$ cat src/rtl/clk_ctrl_sequencer_if.sv
// Command/response channel between the CSR block and the clock-control sequencer.
// The CSR side is the master; the sequencer is the slave.
interface clk_ctrl_sequencer_if;
    logic       req_valid;
    logic       req_ready;
    logic [1:0] req_cmd;
    logic [2:0] req_div;
    logic       resp_valid;
    logic       resp_ready;
    logic [1:0] resp_code;

    modport master (
        output req_valid, req_cmd, req_div, resp_ready,
        input  req_ready, resp_valid, resp_code
    );

    modport slave (
        input  req_valid, req_cmd, req_div, resp_ready,
        output req_ready, resp_valid, resp_code
    );
endinterface

$ cat src/rtl/clk_ctrl_sequencer.sv
// Glitch-safe sequencer for the clock/reset manager controls: gated divider changes,
// gate/ungate with settle time, and a software reset pulse with completion tracking.
module clk_ctrl_sequencer #(
    parameter int GATE_SETTLE   = 4,
    parameter int DIV_SETTLE    = 8,
    parameter int RST_PULSE_CYC = 16,
    parameter int RST_TIMEOUT   = 1024
) (
    input  logic                 clk_ref,
    input  logic                 rst_ref,
    clk_ctrl_sequencer_if.slave  bus,
    input  logic                 rst_done,
    output logic                 busy,
    output logic                 clk_gate_en,
    output logic [2:0]           clk_div_sel,
    output logic                 rst_ext_n
);
    localparam int MAX_A = (GATE_SETTLE > DIV_SETTLE) ? GATE_SETTLE : DIV_SETTLE;
    localparam int MAX_B = (RST_PULSE_CYC > RST_TIMEOUT) ? RST_PULSE_CYC : RST_TIMEOUT;
    localparam int MAX_P = (MAX_A > MAX_B) ? MAX_A : MAX_B;
    localparam int CW    = $clog2(MAX_P) + 1;

    localparam logic [1:0] CMD_SET_DIV = 2'd0;
    localparam logic [1:0] CMD_GATE    = 2'd1;
    localparam logic [1:0] CMD_SW_RST  = 2'd3;

    localparam logic [1:0] CODE_OK        = 2'd0;
    localparam logic [1:0] CODE_BAD_DIV   = 2'd1;
    localparam logic [1:0] CODE_NOT_READY = 2'd2;
    localparam logic [1:0] CODE_NO_ACK    = 2'd3;

    typedef enum logic [2:0] {
        IDLE, GATE_WAIT, DIV_WAIT, RESTORE_WAIT, RST_PULSE, RST_WAIT, RESP
    } state_t;

    state_t          r_state, w_state;
    logic [CW-1:0]   r_cnt, w_cnt;
    logic            r_gate, w_gate;
    logic [2:0]      r_div, w_div;
    logic            r_rst_n, w_rst_n;
    logic            r_resp_valid, w_resp_valid;
    logic [1:0]      r_resp_code, w_resp_code;
    logic            r_saved_gate, w_saved_gate;
    logic [2:0]      r_new_div, w_new_div;
    logic            r_is_setdiv, w_is_setdiv;
    logic            r_dropped, w_dropped;
    logic            r_busy;
    logic            w_accept;

    assign bus.req_ready  = (r_state == IDLE) && !rst_ref;
    assign bus.resp_valid = r_resp_valid;
    assign bus.resp_code  = r_resp_code;
    assign busy           = r_busy;
    assign clk_gate_en    = r_gate;
    assign clk_div_sel    = r_div;
    assign rst_ext_n      = r_rst_n;
    assign w_accept       = bus.req_valid && bus.req_ready;

    always_comb begin
        w_state      = r_state;
        w_cnt        = (r_cnt == '1) ? r_cnt : r_cnt + 1'b1;
        w_gate       = r_gate;
        w_div        = r_div;
        w_rst_n      = r_rst_n;
        w_resp_valid = r_resp_valid;
        w_resp_code  = r_resp_code;
        w_saved_gate = r_saved_gate;
        w_new_div    = r_new_div;
        w_is_setdiv  = r_is_setdiv;
        w_dropped    = r_dropped;
        case (r_state)
            IDLE: begin
                if (w_accept) begin
                    if (bus.req_cmd != CMD_SW_RST && !rst_done) begin
                        w_state      = RESP;
                        w_resp_valid = 1'b1;
                        w_resp_code  = CODE_NOT_READY;
                    end else if (bus.req_cmd == CMD_SET_DIV) begin
                        if (bus.req_div[2]) begin
                            w_state      = RESP;
                            w_resp_valid = 1'b1;
                            w_resp_code  = CODE_BAD_DIV;
                        end else if (bus.req_div == r_div) begin
                            w_state      = RESP;
                            w_resp_valid = 1'b1;
                            w_resp_code  = CODE_OK;
                        end else begin
                            w_saved_gate = r_gate;
                            w_new_div    = bus.req_div;
                            w_is_setdiv  = 1'b1;
                            w_gate       = 1'b1;
                            w_state      = GATE_WAIT;
                        end
                    end else if (bus.req_cmd == CMD_SW_RST) begin
                        w_rst_n   = 1'b0;
                        w_dropped = 1'b0;
                        w_state   = RST_PULSE;
                    end else begin
                        w_gate      = (bus.req_cmd == CMD_GATE);
                        w_is_setdiv = 1'b0;
                        w_state     = GATE_WAIT;
                    end
                end
            end
            GATE_WAIT: begin
                if (r_cnt == CW'(GATE_SETTLE - 1)) begin
                    if (r_is_setdiv) begin
                        w_div   = r_new_div;
                        w_state = DIV_WAIT;
                    end else begin
                        w_state      = RESP;
                        w_resp_valid = 1'b1;
                        w_resp_code  = CODE_OK;
                    end
                end
            end
            DIV_WAIT: begin
                if (r_cnt == CW'(DIV_SETTLE - 1)) begin
                    w_gate  = r_saved_gate;
                    w_state = RESTORE_WAIT;
                end
            end
            RESTORE_WAIT: begin
                if (r_cnt == CW'(GATE_SETTLE - 1)) begin
                    w_state      = RESP;
                    w_resp_valid = 1'b1;
                    w_resp_code  = CODE_OK;
                end
            end
            RST_PULSE: begin
                // A manager that never drops rst_done did not see the pulse.
                w_dropped = r_dropped | !rst_done;
                if (r_cnt == CW'(RST_PULSE_CYC - 1)) begin
                    w_rst_n = 1'b1;
                    if (w_dropped) begin
                        w_state = RST_WAIT;
                    end else begin
                        w_state      = RESP;
                        w_resp_valid = 1'b1;
                        w_resp_code  = CODE_NO_ACK;
                    end
                end
            end
            RST_WAIT: begin
                if (rst_done && r_dropped) begin
                    w_state      = RESP;
                    w_resp_valid = 1'b1;
                    w_resp_code  = CODE_OK;
                end else if (r_cnt == CW'(RST_TIMEOUT - 1)) begin
                    w_state      = RESP;
                    w_resp_valid = 1'b1;
                    w_resp_code  = CODE_NO_ACK;
                end
            end
            RESP: begin
                if (bus.resp_ready) begin
                    w_state      = IDLE;
                    w_resp_valid = 1'b0;
                end
            end
            default: w_state = IDLE;
        endcase
        if (w_state != r_state) w_cnt = '0;
    end

    always_ff @(posedge clk_ref) begin
        if (rst_ref) begin
            r_state      <= IDLE;
            r_cnt        <= '0;
            r_gate       <= 1'b0;
            r_div        <= 3'b000;
            r_rst_n      <= 1'b1;
            r_resp_valid <= 1'b0;
            r_resp_code  <= 2'd0;
            r_saved_gate <= 1'b0;
            r_new_div    <= 3'b000;
            r_is_setdiv  <= 1'b0;
            r_dropped    <= 1'b0;
            r_busy       <= 1'b0;
        end else begin
            r_state      <= w_state;
            r_cnt        <= w_cnt;
            r_gate       <= w_gate;
            r_div        <= w_div;
            r_rst_n      <= w_rst_n;
            r_resp_valid <= w_resp_valid;
            r_resp_code  <= w_resp_code;
            r_saved_gate <= w_saved_gate;
            r_new_div    <= w_new_div;
            r_is_setdiv  <= w_is_setdiv;
            r_dropped    <= w_dropped;
            r_busy       <= (w_state != IDLE);
        end
    end
endmodule

$ cat src/flat_wrapper.sv
// flat-port wrapper written by rule: the top's interface ports become plain ports
module clk_ctrl_sequencer_flat 
#(
    parameter int GATE_SETTLE   = 4,
    parameter int DIV_SETTLE    = 8,
    parameter int RST_PULSE_CYC = 16,
    parameter int RST_TIMEOUT   = 1024
)
  (clk_ref, rst_ref, rst_done, busy, clk_gate_en, clk_div_sel, rst_ext_n, bus_req_valid, bus_req_cmd, bus_req_div, bus_resp_ready, bus_req_ready, bus_resp_valid, bus_resp_code);
  clk_ctrl_sequencer_if bus_i ();
  input  logic clk_ref;
  input  logic rst_ref;
  input  logic rst_done;
  output logic busy;
  output logic clk_gate_en;
  output logic [2:0] clk_div_sel;
  output logic rst_ext_n;
  input wire logic [$bits(bus_i.req_valid)-1:0] bus_req_valid;
  input wire logic [$bits(bus_i.req_cmd)-1:0] bus_req_cmd;
  input wire logic [$bits(bus_i.req_div)-1:0] bus_req_div;
  input wire logic [$bits(bus_i.resp_ready)-1:0] bus_resp_ready;
  output wire logic [$bits(bus_i.req_ready)-1:0] bus_req_ready;
  output wire logic [$bits(bus_i.resp_valid)-1:0] bus_resp_valid;
  output wire logic [$bits(bus_i.resp_code)-1:0] bus_resp_code;
  assign bus_i.req_valid = bus_req_valid;
  assign bus_i.req_cmd = bus_req_cmd;
  assign bus_i.req_div = bus_req_div;
  assign bus_i.resp_ready = bus_resp_ready;
  assign bus_req_ready = bus_i.req_ready;
  assign bus_resp_valid = bus_i.resp_valid;
  assign bus_resp_code = bus_i.resp_code;
  clk_ctrl_sequencer #(.GATE_SETTLE(GATE_SETTLE), .DIV_SETTLE(DIV_SETTLE), .RST_PULSE_CYC(RST_PULSE_CYC), .RST_TIMEOUT(RST_TIMEOUT)) u_core (.clk_ref(clk_ref), .rst_ref(rst_ref), .bus(bus_i), .rst_done(rst_done), .busy(busy), .clk_gate_en(clk_gate_en), .clk_div_sel(clk_div_sel), .rst_ext_n(rst_ext_n));
endmodule
$ cat config.mk
export PLATFORM = sky130hd
export DESIGN_NAME = clk_ctrl_sequencer_flat
export DESIGN_NICKNAME = d
export VERILOG_FILES = /design/src/rtl/clk_ctrl_sequencer_if.sv /design/src/rtl/clk_ctrl_sequencer.sv /design/src/flat_wrapper.sv
export SDC_FILE = /design/constraint.sdc
export NUM_CORES = 1
export LEC_CHECK = 0
export CORE_AREA = 5 5 66 68
export CTS_CLUSTER_DIAMETER = 120
export CTS_CLUSTER_SIZE = 14
export DETAILED_ROUTE_END_ITERATION = 10
export DIE_AREA = 0 0 71 73
export GPL_ROUTABILITY_DRIVEN = 0
export GPL_TIMING_DRIVEN = 0
export PLACE_DENSITY_LB_ADDON = 0.05
export SLEW_MARGIN = 30
export SYNTH_ARGS = -nofsm -noshare
export SYNTH_HDL_FRONTEND = slang
export SYNTH_SLANG_ARGS = --single-unit
$ cat constraint.sdc
create_clock -name clk_ref -period 3.1 [get_ports clk_ref]
set_input_delay 0.465 -clock clk_ref [delete_from_list [all_inputs] [get_ports clk_ref]]
set_output_delay 0.465 -clock clk_ref [all_outputs]
set_load 0.05 [all_outputs]
======== Word-level counts from Yosys, hierarchy flattened ========
Index checks and enable logic that the tools add are counted.
word-level totals
  memories kept ........................... 0
  bits in writable memories ............... 0
  input port bits ......................... 10
  bits in registers ....................... 27
  word-level logic and storage cells ...... 135
  bits in latches ......................... 0
  memory bits (read-only) ................. 0
operators by class
  eq/ne operators ......................... 36
  div/mod/pow operators ................... 0
  order comparisons ....................... 0
  reduce and logical (&&, ||, !) cells .... 22
  multiplexer cells ....................... 60
  bitwise operators ....................... 4
  multiply operators ...................... 0
  $add $sub $neg .......................... 1
  shift operators ......................... 0
operator list
  kind                                                               number
  3-bit two-way mux                                                  14
  1-bit two-way mux                                                  27
  2-bit two-way mux                                                  13
  3-bit case mux with 7 select lines                                 1
  2-bit != test, second input constant                               9
  6-bit AND reduction                                                3
  2-bit by 1-bit != test with 1-bit output, second input constant    6
  3-bit != test, second input constant                               4
  11-bit by 1-bit adder with 11-bit output, second input constant    1
  11-bit by 10-bit == test with 1-bit output, second input constant  1
  11-bit == test, second input constant                              1
  11-bit by 2-bit == test with 1-bit output, second input constant   1
  11-bit by 3-bit == test with 1-bit output, second input constant   1
  11-bit by 4-bit == test with 1-bit output, second input constant   1
  11-bit AND reduction                                               1
  2-bit case mux with 5 select lines                                 1
  10-bit AND reduction                                               1
  3-bit == test, second input constant                               3
  7-bit AND reduction                                                1
  3-bit by 2-bit == test with 1-bit output, second input constant    2
  1-bit case mux with 2 select lines                                 3
  1-bit case mux with 6 select lines                                 1
  6-bit nonzero test                                                 1
  5-bit AND reduction                                                1
  18 further kinds                                                   25

======== Depth between registers and ports, before layout ========
Gate-level depths: netlist (run 1).
  word-level depth ........................ 9
  mapped depth ............................ 9
  mapped depth without buffers ............ 7

======== Worst setup path after synthesis (run 1) ========
Ideal clock, no wire load.
  path kind ............................... reg2reg
  start ................................... register u_core.r_div[1], in the netlist u_core.clk_div_sel[1]
  end ..................................... register u_core.r_cnt[5]
  cell stages (with the launch flop) ...... 8
  buffers on the path ..................... 1
  period minus slack after synthesis ...... 2080 ps
  setup time .............................. 73 ps
  data required time ...................... 3027 ps
  path slack .............................. 1020 ps
  arrival ................................. 2007 ps
  cells stage by stage .................... dfxtp_1 -> xnor2_1 -> a21oi_4 -> a211oi_1 -> nor4_2 -> o221ai_2 -> buf_6 -> nor3_2
between the ends
  longest elaborated chain between the ends .. 9
ends and longest elaborated chain
  what                                      line                       text
  start, declared                           clk_ctrl_sequencer.sv:39   logic [2:0] r_div, w_div;
  start signal, assigned                    clk_ctrl_sequencer.sv:184  r_div <= w_div;
  3-bit by 2-bit == test with 1-bit output  clk_ctrl_sequencer.sv:83   end else if (bus.req_div == r_div) begin
  3-bit two-way mux                         clk_ctrl_sequencer.sv:83
  3-bit two-way mux                         clk_ctrl_sequencer.sv:79   if (bus.req_div[2]) begin
  3-bit two-way mux                         clk_ctrl_sequencer.sv:78   end else if (bus.req_cmd == CMD_SET_DIV) begin
  3-bit two-way mux                         clk_ctrl_sequencer.sv:74   if (bus.req_cmd != CMD_SW_RST && !rst_done) begin
  3-bit two-way mux                         clk_ctrl_sequencer.sv:73   if (w_accept) begin
  3-bit case mux with 7 select lines        clk_ctrl_sequencer.sv:71   case (r_state)
  3-bit != test                             clk_ctrl_sequencer.sv:163  if (w_state != r_state) w_cnt = '0;
  2-bit OR reduction (no source line)       n/a
  end signal, assigned                      clk_ctrl_sequencer.sv:182  r_cnt <= w_cnt;
  end, declared                             clk_ctrl_sequencer.sv:37   logic [CW-1:0] r_cnt, w_cnt;
Every way passes these cells.
A chain may end at the register's enable or synchronous reset.

======== Worst setup path in the final report (run 1) ========
  start ................................... register u_core.r_state[1]
  end ..................................... output bus_req_ready
between the ends
  longest elaborated chain between the ends .. 2
ends and longest elaborated chain
  what                    line                       text
  start, declared         clk_ctrl_sequencer.sv:36   state_t r_state, w_state;
  start signal, assigned  clk_ctrl_sequencer.sv:181  r_state <= w_state;
  3-bit logical NOT       clk_ctrl_sequencer.sv:50   assign bus.req_ready = (r_state == IDLE) && !rst_ref;
  1-bit logical AND       clk_ctrl_sequencer.sv:50
  end, declared           flat_wrapper.sv:22         output wire logic [$bits(bus_i.req_ready)-1:0] bus_req_ready;
Every way passes these cells.

==> reports/metrics.csv, run 1 <==
metric,value,unit
DRC,0,
layout cells sized above 1,0.203,
hold-fix buffers at CTS,0,
Inserted Diodes,0,
area of the multi-input gates,1110,um2
WS Path Type,reg2out,
Rows,23,
status,"finished, final reports clean",
Cells after Synth,201,
area growth from synthesis to layout,15.9,%
Setup crit end kind,output port,
First-pass DRT Iterations,4,
largest net degree at the start of global routing,16,
CTS root buf,clkbuf_8,
initial antenna violation count,0,
Top Ports,20,
total gr overflow,0,
clock buffers created by TritonCTS,3,
post-synthesis net count,212,
worst path required time,2.63,ns
finished layout cell area,2030,um2
relative slew slack,0.609,
max frequency,405,MHz
clock skew,0.00328,ns
first-pass GRT wire length,6960,um
power per cell area,390,nW/um2
Netlist cell types,55,
"FF+latch count, synth",27,
unrepaired setup endpoints after global routing,false,
Core Area,3800,um2
depth of the worst register-to-register path,9,
Lkg Pwr,0.783,nW
DR vias/cell,5.49,
Initial Utilization,0.461,
clk_lat worst skew,0.27,ns
die area,5180,um2
DP HPWL,3120,um
Routed WL,3970,um
CTS tree,yes,
max-slew violation count,0,
hold depth,2,
H-tree depth,1,
total power,0.000792,W
Via Count,1494,
WL/cell,14.6,um
Die Wd,71,um
number of I/O port buffers,17,
post_cts resized,0,
GRT Overall Usage,0.164,
setup_tns,0,ns
# clock sinks,27,
mapped cell area,1750,um2
Die Y,73,um
Layout Nets,234,
Final min period,2.47,ns
Starting DRT DRC Count,89,
Slew @ Worst Pin,0.582,ns
vias in the first global route,1465,
Yosys warning count,0,
Synth area leader,dfxtp_1,
Post-synth EDFFs,0,
register area share after synthesis,0.309,
"Reg clk slew, reported paths",0.09,ns
top_reg_cell synth,dfxtp_1,
final hold vios,0,
placed cell area,1980,um2
Place WS,0.487,ns
top-area cell type share of the netlist area,0.309,
register area,541,um2
Setup crit start kind,flop,
Final Cycle Share,0.796,
VDD IR max,0.000254,V
Synth area leaders,"dfxtp_1 (31%), nor2_1 (6.6%), nor3_2 (6.3%)",
setup ws final,0.632,ns
clk buf depth,2,
fraction of registers with async set/reset,0,
final setup vio count,0,
Min Hold Slack,0.481,ns
maxcap violations,0,
"Max FO, Critical Path",7,
synthesized area per cell,8.71,um2
# fillers,369,
Crit path arrival time,2.00,ns
Setup Buffers After CTS,0,
Post-DRT Antenna Nets,0,
Hold Crit Class,reg2reg,
area by class of cell:
class / instances / area share
flip-flops and latches: 27 / 0.266
multi-input cells: 156 / 0.546
repair buffers: 17 / 0.0838
inverters: 7 / 0.0129
clock buffers: 3 / 0.0203
clock inverters: 1 / 0.00247
well taps: 50 / 0.0308
plain buffers: 11 / 0.0376
critical path, cell delays in order, from the launching register on:
cell and delay [ns]:
dfxtp_1 0.39, or3_4 0.44, nor2_1 0.09, clkdlybuf4s50_1 0.81
flip-flops by register name, indices dropped and copies added, names as in the netlist:
| name | flops |
|---|---|
| u_core.bus.resp_valid | 1 |
| u_core.r_new_div | 2 |
| u_core.r_is_setdiv | 1 |
| u_core.busy | 1 |
| u_core.clk_gate_en | 1 |
| u_core.r_state | 3 |
| u_core.r_saved_gate | 1 |
| u_core.bus.resp_code | 2 |
| u_core.rst_ext_n | 1 |
| u_core.r_dropped | 1 |
| u_core.clk_div_sel | 2 |
| u_core.r_cnt | 11 |
cell usage in the layout, fill, tap and decap left out, types with 3 or more instances in the layout:
cell type and count:
a21oi_1 9, a31o_2 3, buf_2 4, buf_4 3, clkbuf_8 3, clkdlybuf4s50_1 17, dfxtp_1 27, inv_1 7
mux2i_1 9, nand2_1 15, nand2b_1 4, nand3_1 7, nor2_1 31, nor3_1 5, nor3_2 11, o211ai_1 3
o21ai_0 8, xnor2_1 5, xor2_1 4
layer usage:
layer | global-route usage | share of wire | vias to the layer above
li1 | - | - | 754
met1 | 0.196 | 0.45 | 707
met2 | 0.295 | 0.50 | 29
met3 | 0.0275 | 0.038 | 4
met4 | 0.0605 | 0.0078 | 0
met5 | 0 | 0 | -
kinds of logic after synthesis:
kind of cell | after synthesis | synth area share
fa+ha+maj | 1 | 0.00715
simple gates | 94 | 0.334
xor+xnor | 9 | 0.0450
other cells | 1 | 0.00214
buf+inv | 18 | 0.0586
mux | 10 | 0.0643
flops | 27 | 0.309
compound gates | 41 | 0.180
final timing paths:
| check | slack (ns) | to | from |
|---|---|---|---|
| worst max register to register | 0.83 | u_core.r_cnt[6] | u_core.r_cnt[0] |
| worst min-delay path | 0.48 | u_core.bus.resp_code[1] | u_core.bus.resp_code[1] |
| worst min register to register | 0.48 | u_core.bus.resp_code[1] | u_core.bus.resp_code[1] |
| worst max-delay path | 0.63 | bus_req_ready | u_core.r_state[1] |
per-stage QoR:
stage	std cells	utilization
after CTS	272	0.534
after global placement	268	0.522
after global routing	272	0.534
after detailed placement	268	0.522
final	272	0.534
after floorplan	201	-
synth_stat cells, types with 2 or more instances:
library cell and count:
nor2_1 31, dfxtp_1 27, nand2_1 15, nor3_2 11
a21oi_1 9, mux2i_1 9, o21ai_0 8, inv_1 7
nand3_1 7, nor3_1 5, xnor2_1 5, buf_2 4
nand2b_1 4, xor2_1 4, a31o_2 3, buf_4 3
o211ai_1 3, a211oi_1 2, a21o_1 2, a31oi_1 2
and2b_1 2, nor2b_1 2, nor4_4 2, o211a_1 2
or2_2 2
power by group:
| part | internal (W) | switching, W |
|---|---|---|
| Sequential | 0.000362 | 0.0000111 |
| Clock | 0.0000902 | 0.000113 |
| Combinational | 0.0000871 | 0.000128 |
No activity file was read; power rests on OpenSTA's default activity.
==> inputs of run 2 (changes only) <==
Clock period 3.1 ns to 2.15 ns, I/O delays scaled along.
==> reports/metrics.csv, run 2 (synthesis gave the netlist of run 1 again) <==
metric,value,unit
status,"finished, final reports clean",
hold-fix buffers at CTS,0,
DRC,0,
Top Ports,20,
clock buffers created by TritonCTS,3,
Largest Register,u_core.r_cnt,
setup_tns,0,ns
final setup vio count,0,
die area,5180,um2
VDD IR max,0.000360,V
worst path required time,2.33,ns
Starting DRT DRC Count,76,
GRT Overall Usage,0.168,
maxcap violations,0,
CTS root buf,clkbuf_8,
# clock sinks,27,
CTS tree,yes,
Min Hold Slack,0.368,ns
"Reg clk slew, reported paths",0.09,ns
met1 global-route usage,0.197,
clock skew,0.00226,ns
"commonest non-fill, non-tap cell in the layout",nor2_1,
area of the multi-input gates,1180,um2
top flop regs,"u_core.r_cnt: 11 flops, u_core.r_state: 3 flops",
Slew @ Worst Pin,0.572,ns
"Max FO, Critical Path",6,
first-pass GRT wire length,7110,um
M2 GR Usage,0.307,
reg2reg start,u_core.r_cnt[0],
H-tree depth,1,
WL/cell,15.0,um
Die Wd,71,um
layout cells sized above 1,0.268,
placed cell area,1980,um2
Setup crit end kind,flop,
max frequency,485,MHz
Post-DRT Antenna Nets,0,
clk_lat worst skew,0.28,ns
vias in the first global route,1509,
final core utilization,0.569,
Hold Crit Class,in2reg,
Rows,23,
number of I/O port buffers,17,
Crit path arrival time,2.24,ns
register area,546,um2
finished layout cell area,2160,um2
Hold Crit Start,rst_ref,
Core Area,3800,um2
Lkg Pwr,0.844,nW
Initial Utilization,0.461,
First-pass DRT Iterations,4,
clk buf depth,2,
Final min period,2.06,ns
relative slew slack,0.616,
WS Path Type,reg2reg,
initial antenna violation count,0,
met3 Use GR,0.0275,
Layout Nets,240,
DR vias/cell,5.55,
Inserted Diodes,0,
area growth from synthesis to layout,23.6,%
GRT busiest layer,met2,
Via Count,1544,
Final Cycle Share,0.959,
DP HPWL,3120,um
Setup crit start kind,flop,
beginning of the critical path,u_core.r_cnt[0],
most frequent cells in the layout,"nor2_1 (31), dfxtp_1 (25), nand2_1 (15), clkdlybuf4s50_1 (15), nor3_2 (12)",
max-slew violation count,0,
Die Y,73,um
final hold vios,0,
# fillers,359,
largest net degree at the start of global routing,16,
max FFs per register,11,
total gr overflow,0,
power per cell area,542,nW/um2
Routed WL,4180,um
[run 2: report_power, final]
group          switching [W]  total, W  internal [W]
Combinational       0.000194  0.000336      0.000142
Clock               0.000164  0.000294      0.000130
Sequential         0.0000196  0.000543      0.000523
[run 2: layer usage]
layer / routed length (um) / vias to the layer above / part of all wire
li1: - / 771 / -
met1: 1820 / 734 / 0.44
met2: 2150 / 31 / 0.51
met3: 144 / 8 / 0.034
met4: 62 / 0 / 0.015
met5: 0 / - / 0
[run 2: final timing paths]
path	to	slack (ns)	cells past startpoint
worst min register to register	u_core.bus.resp_code[1]	0.48	2
worst max register to register	u_core.r_cnt[3]	0.09	9
worst min-delay path	u_core.rst_ext_n	0.37	2
worst max-delay path	u_core.r_cnt[3]	0.09	9
[run 2: repair_timing]
item                                    CTS  global route
pin swaps                                 1             7
hold endpoints to repair                  0             0
endpoints found under the setup margin   11            14
resized for setup                         4            18
cloned                                    1             0
buffers inserted                          1             4
[run 2: final cells by class]
class,instances,share of cell area
multi-input combinational,156,0.545
clock buffer,3,0.0191
tap,50,0.0289
sequential,27,0.252
buffer,11,0.0382
inverter,7,0.0121
timing repair buffer,23,0.102
clock inverter,1,0.00231
[run 2: worst max-delay path, stage by stage (launching register included)]
cell      delay [ns]
dfxtp_2         0.38
ha_4            0.13
buf_6           0.11
nand3_4         0.08
or4b_4          0.53
a21oi_4         0.16
nor4_4          0.07
o221ai_2        0.26
buf_6           0.18
nor3_2          0.05
[run 2: metrics by stage]
step | std cells | setup slack, ns | total power (W)
after floorplan | 201 | 0.0702 | 0.000776
after global placement | 268 | -0.317 | 0.000855
after detailed placement | 268 | -0.320 | 0.000861
after CTS | 274 | -0.0541 | 0.00117
after global routing | 278 | -0.00812 | 0.00123
final | 278 | 0.0884 | 0.00117
==> patch 1: new RTL, config.mk and constraints of run 2 <==
Encoding of `state_t`: now one-hot (7 bits for 7 states).
--- a/src/rtl/clk_ctrl_sequencer.sv
+++ b/src/rtl/clk_ctrl_sequencer.sv
@@ -29,8 +29,8 @@
     localparam logic [1:0] CODE_NOT_READY = 2'd2;
     localparam logic [1:0] CODE_NO_ACK    = 2'd3;
 
-    typedef enum logic [2:0] {
-        IDLE, GATE_WAIT, DIV_WAIT, RESTORE_WAIT, RST_PULSE, RST_WAIT, RESP
+    typedef enum logic [6:0] {
+        IDLE = 7'b0000001, GATE_WAIT = 7'b0000010, DIV_WAIT = 7'b0000100, RESTORE_WAIT = 7'b0001000, RST_PULSE = 7'b0010000, RST_WAIT = 7'b0100000, RESP = 7'b1000000
     } state_t;
 
     state_t          r_state, w_state;
Function: no difference found for any inputs over 10 cycles, from zero or initial values and one cycle with rst_ref high; not proved beyond that.
==> patch 1 against run 2 <==
  * The flow now finishes with violations (negative setup slack)
  * Clock power up 110%
  * Power up 29%
  * Area after synthesis up 13%
  * Worst setup slack worse by 93 ps
  * Design area up 17%
  * Synthesized cell count up 22%
  * Wire length up 21%
  * Sequential cell count up 4
  * Critical endpoint unchanged
  * Largest power group is now the clock network
  * Highest routed layer unchanged
==> patch 1: results (changes against run 2) <==
* Comb power frac at 0.192 (-0.094)
* Slew headroom at 0.6656 (+0.04948)
* GR Util met2 at 0.3471 (+0.04016)
* Adder-cell share of the synthesized area at 0.01266 (+0.005510)
* Met3 usage at 0.03444 (+0.006887)
* Via count at 1908 (+24%)
* P_comb at 290 uW (-14%)
* Status: finished with violations
* H-tree levels at 2 (+1)
* Syn_area_per_cell at 8.069 um^2 (-7.3%)
* Maximum vdd ir drop at 0.4385 mV (+22%)
* Synth Area in XOR/XNOR at 0.05316 (+0.008132)
* Setup TNS at -6.439 ps (-6.439 ps)
* Final Setup Violations at 2 (+2)
* Placed Instance Area at 0.002212 mm^2 (+12%)
* # resized after CTS at 22 (+18)
* Syn_nets at 257 (+21%)
* Netlist cell types at 56 (+1.8%)
* Violated checks: negative setup slack
* WHS at 449.0 ps (+81.21 ps)
* Final setup margin at -4.711 ps (-93.12 ps)
* Hold depth at 4 (+2)
* First-pass GRT wire length at 8328 um (+17%)
* 1st-pass router iterations at 5 (+1)
* Reg2Reg Depth at 8 (-1)
==> patch 1: cell types whose count changed after synthesis, moves of 3 or more <==
cell / run 2 / this run
and3_1: 0 / 6
nand3_1: 7 / 13
nor3_1: 5 / 11
mux2i_1: 9 / 4
dfxtp_1: 27 / 31
nor2b_1: 2 / 6
a311oi_1: 0 / 3
a31o_2: 3 / 0
buf_2: 4 / 7
nand4_1: 1 / 4
nor2_1: 31 / 34
o21a_1: 0 / 3
==> patch 1: layout make-up <==
| class | count | area share |
|---|---|---|
| Multi-Input combinational cell | 194 | 0.5520 |
| Tap cell | 50 | 0.02467 |
| Clock inverter | 2 | 0.01381 |
| Clock buffer | 6 | 0.03256 |
| Inverter | 5 | 0.007400 |
| Timing Repair Buffer | 22 | 0.07992 |
| Sequential cell | 31 | 0.2482 |
| Buffer | 15 | 0.04144 |
==> patch 2: new RTL, flow settings as in run 2 <==
Made on the original files. `RST_TIMEOUT` is set to 1024 in 2 places; all go to 4096.
--- a/src/rtl/clk_ctrl_sequencer.sv
+++ b/src/rtl/clk_ctrl_sequencer.sv
@@ -4,7 +4,7 @@
     parameter int GATE_SETTLE   = 4,
     parameter int DIV_SETTLE    = 8,
     parameter int RST_PULSE_CYC = 16,
-    parameter int RST_TIMEOUT   = 1024
+    parameter int RST_TIMEOUT   = 4096
 ) (
     input  logic                 clk_ref,
     input  logic                 rst_ref,
--- a/src/flat_wrapper.sv
+++ b/src/flat_wrapper.sv
@@ -4,7 +4,7 @@
     parameter int GATE_SETTLE   = 4,
     parameter int DIV_SETTLE    = 8,
     parameter int RST_PULSE_CYC = 16,
-    parameter int RST_TIMEOUT   = 1024
+    parameter int RST_TIMEOUT   = 4096
 )
   (clk_ref, rst_ref, rst_done, busy, clk_gate_en, clk_div_sel, rst_ext_n, bus_req_valid, bus_req_cmd, bus_req_div, bus_resp_ready, bus_req_ready, bus_resp_valid, bus_resp_code);
   clk_ctrl_sequencer_if bus_i ();
Check against the original RTL: same outputs for any inputs over 10 cycles, from zero or initial values and one cycle with rst_ref high; that may be too few to reach the edited logic, so the function may still have changed.
==> patch 2 against run 2 <==
  * Power increased by 31%
  * Sequential cell count increased by 2
  * Design area increased by 2.3%
  * Combinational power decreased by 19%
  * Largest cell class unchanged
  * Worst setup slack got worse by 15 ps
  * Wire length increased by 7.7%
  * Area after synthesis decreased by 4.4%
  * Final cell count increased by 4.7%
==> patch 2: results (changes against run 2) <==
* Layout cells sized above 1 at 0.2075 (-0.06007)
* Register area share after synthesis at 0.3470 (+0.03825)
* Status: finished, final reports clean
* Netlist cell types at 51 (-7.3%)
* Detail Placement HPWL at 3184 um (+1.9%)
* Starting DRC count in detailed routing at 70 (-7.9%)
* Root Buffer: clkbuf_8
* Worst-path maximum fanout at 5 (-1)
* Final nets at 252 (+5.0%)
* Pleak at 0.0008116 uW (-3.8%)
* Placed Instance Area at 0.001932 mm^2 (-2.6%)
* Commonest cells post-synth: nor2_1, dfxtp_1, nand2_1, a21oi_1, nand3_1
* Fin area at 0.002213 mm^2 (+2.3%)
* Largest regs: u_core.r_cnt: 13 flops, u_core.r_state: 3 flops
* H-tree levels at 2 (+1)
* Multiplexer share of the synthesized area at 0.03590 (-0.02843)
* Maximum vdd ir drop at 0.4567 mV (+27%)
* Largest net degree at the start of global routing at 11 (-5)
* Detailed Route WL at 4498 um (+7.7%)
* Slew headroom at 0.6658 (+0.04973)
* Synth Area in XOR/XNOR at 0.05759 (+0.01256)
* Max incr delay on CP at 580 ps (+50 ps)
* Reg clk slew, reported paths at 60 ps (-30 ps)
* FF-to-FF setup slack at 70 ps (-20 ps)
* FF-to-FF Start: u_core.r_cnt[7]
* Hold path startpoint: u_core.bus.resp_code[1]
* Post-synthesis compound-gate area fraction at 0.1586 (-0.02156)
* Port Buf Inserts at 18 (+1)
* Hold Path Class: register to register
* Clk_skew at 7.819 ps (+5.563 ps)
* Syn_nets at 220 (+3.8%)
* Final Cycle Share at 0.9660 (+0.007099)
* Worst R2R End: u_core.r_cnt[7]
* Top post-synthesis cells by area: dfxtp_1, nor2_1, nand2_1
* GRT Total Usage at 0.1828 (+0.01475)
* Crit-path slowest cell: or4_4
* Clock buffer count from CTS at 5 (+2)
* First-pass GRT wire length at 7659 um (+7.8%)
* Arrival @ worst endpoint at ~2300 ps
* Via count at 1662 (+7.6%)
* Reg2Reg Depth at 7 (-2)
* Adder-cell share of the synthesized area at 0.01496 (+0.007811)
* Prevailing post-synth register cell: dfxtp_1
* Initial antenna violation count at 0 (unchanged)
* Setup WS pre-CTS at -371.1 ps (-50.89 ps)
* Clock Latency Late Sink at 280 ps (about the same)
## patch 2: changes by cell type in the layout (fill, tap and decap cells not counted), sizes merged, moves of 3 or more
| cell | change |
|---|---|
| nand3 | +3 |
| a21oi | +4 |
| and3 | +3 |
| a31o | -3 |
| nor4 | +3 |
| clkbuf | +4 |
| buf | -4 |
| nand2 | +5 |
| nor3 | -8 |
| or2 | -3 |
| mux2i | -4 |
| nand4 | +6 |
## patch 2: final cells by class
type / instances / area, um^2
fill: 351 / 1585
multi-input combinational: 165 / 1111
sequential: 29 / 598.1
timing repair buffer: 26 / 242.7
clock buffer: 5 / 68.82
clock inverter: 3 / 65.06
tap: 50 / 62.56
buffer: 7 / 42.54
inverter: 6 / 22.52
## patch 2: per-layer routing
layer	wire length, um	track usage	part of all wire
met4	97	0.07098	0.022
met2	2320	0.3419	0.52
met3	187	0.04821	0.042
met1	1892	0.1951	0.42
met5	0	0	0
## patch 2: what timing repair did
action                     CTS  global route
buffers inserted             5             2
pin swaps                    3             7
gates resized for setup     22            12
gates cloned                 1             0
setup endpoints to repair   14            15
## patch 2: critical path: cells and delay by family (launching register included)
| kind | cells | cell delay (ps) |
|---|---|---|
| buf+inv | 1 | 180 |
| simple gates | 4 | 870 |
| flops | 1 | 400 |
| compound gates | 2 | 510 |
## patch 2: how the worst min path moves through the flow
| stage | endpoint | slack [ps] | depth (start not counted) |
|---|---|---|---|
| global placement | u_core.bus.resp_code[0] | 450 | 2 |
| global route | u_core.clk_div_sel[1] | 500 | 2 |
| CTS | u_core.bus.resp_code[1] | 460 | 2 |
| finish | u_core.bus.resp_code[1] | 450 | 2 |
| floorplan | u_core.r_dropped | 400 | 1 |
| detailed placement | u_core.bus.resp_code[1] | 450 | 2 |
## patch 2: logic make-up (layout without fill, tap and decap cells)
group	after synthesis	after routing
and+or+nand+nor	107	107
muxes	6	6
DFF	29	29
buffers and inverters	14	47
other	1	1
AOI/OAI and AO/OA	38	38
xor gates and xnor gates	11	11
adders and majority gates	2	2
## patch 2: per-stage QoR
step,util,cells,total power [uW]
6_report,0.5827,291,1533
5_1_grt,0.5827,291,1592
4_1_cts,0.5695,289,1532
3_5_place_dp,0.5086,276,835.5
3_3_place_gp,0.5086,276,830.9
2_1_floorplan,-,208,756.8
## patch 2: report_power, final
group          internal [uW]  leakage (uW)  total, uW  switching, uW
clock                    460     0.0000681        678            218
combinational            112      0.000504        271            159
sequential               559      0.000240        583           24.5
total                   1130      0.000812       1530            402
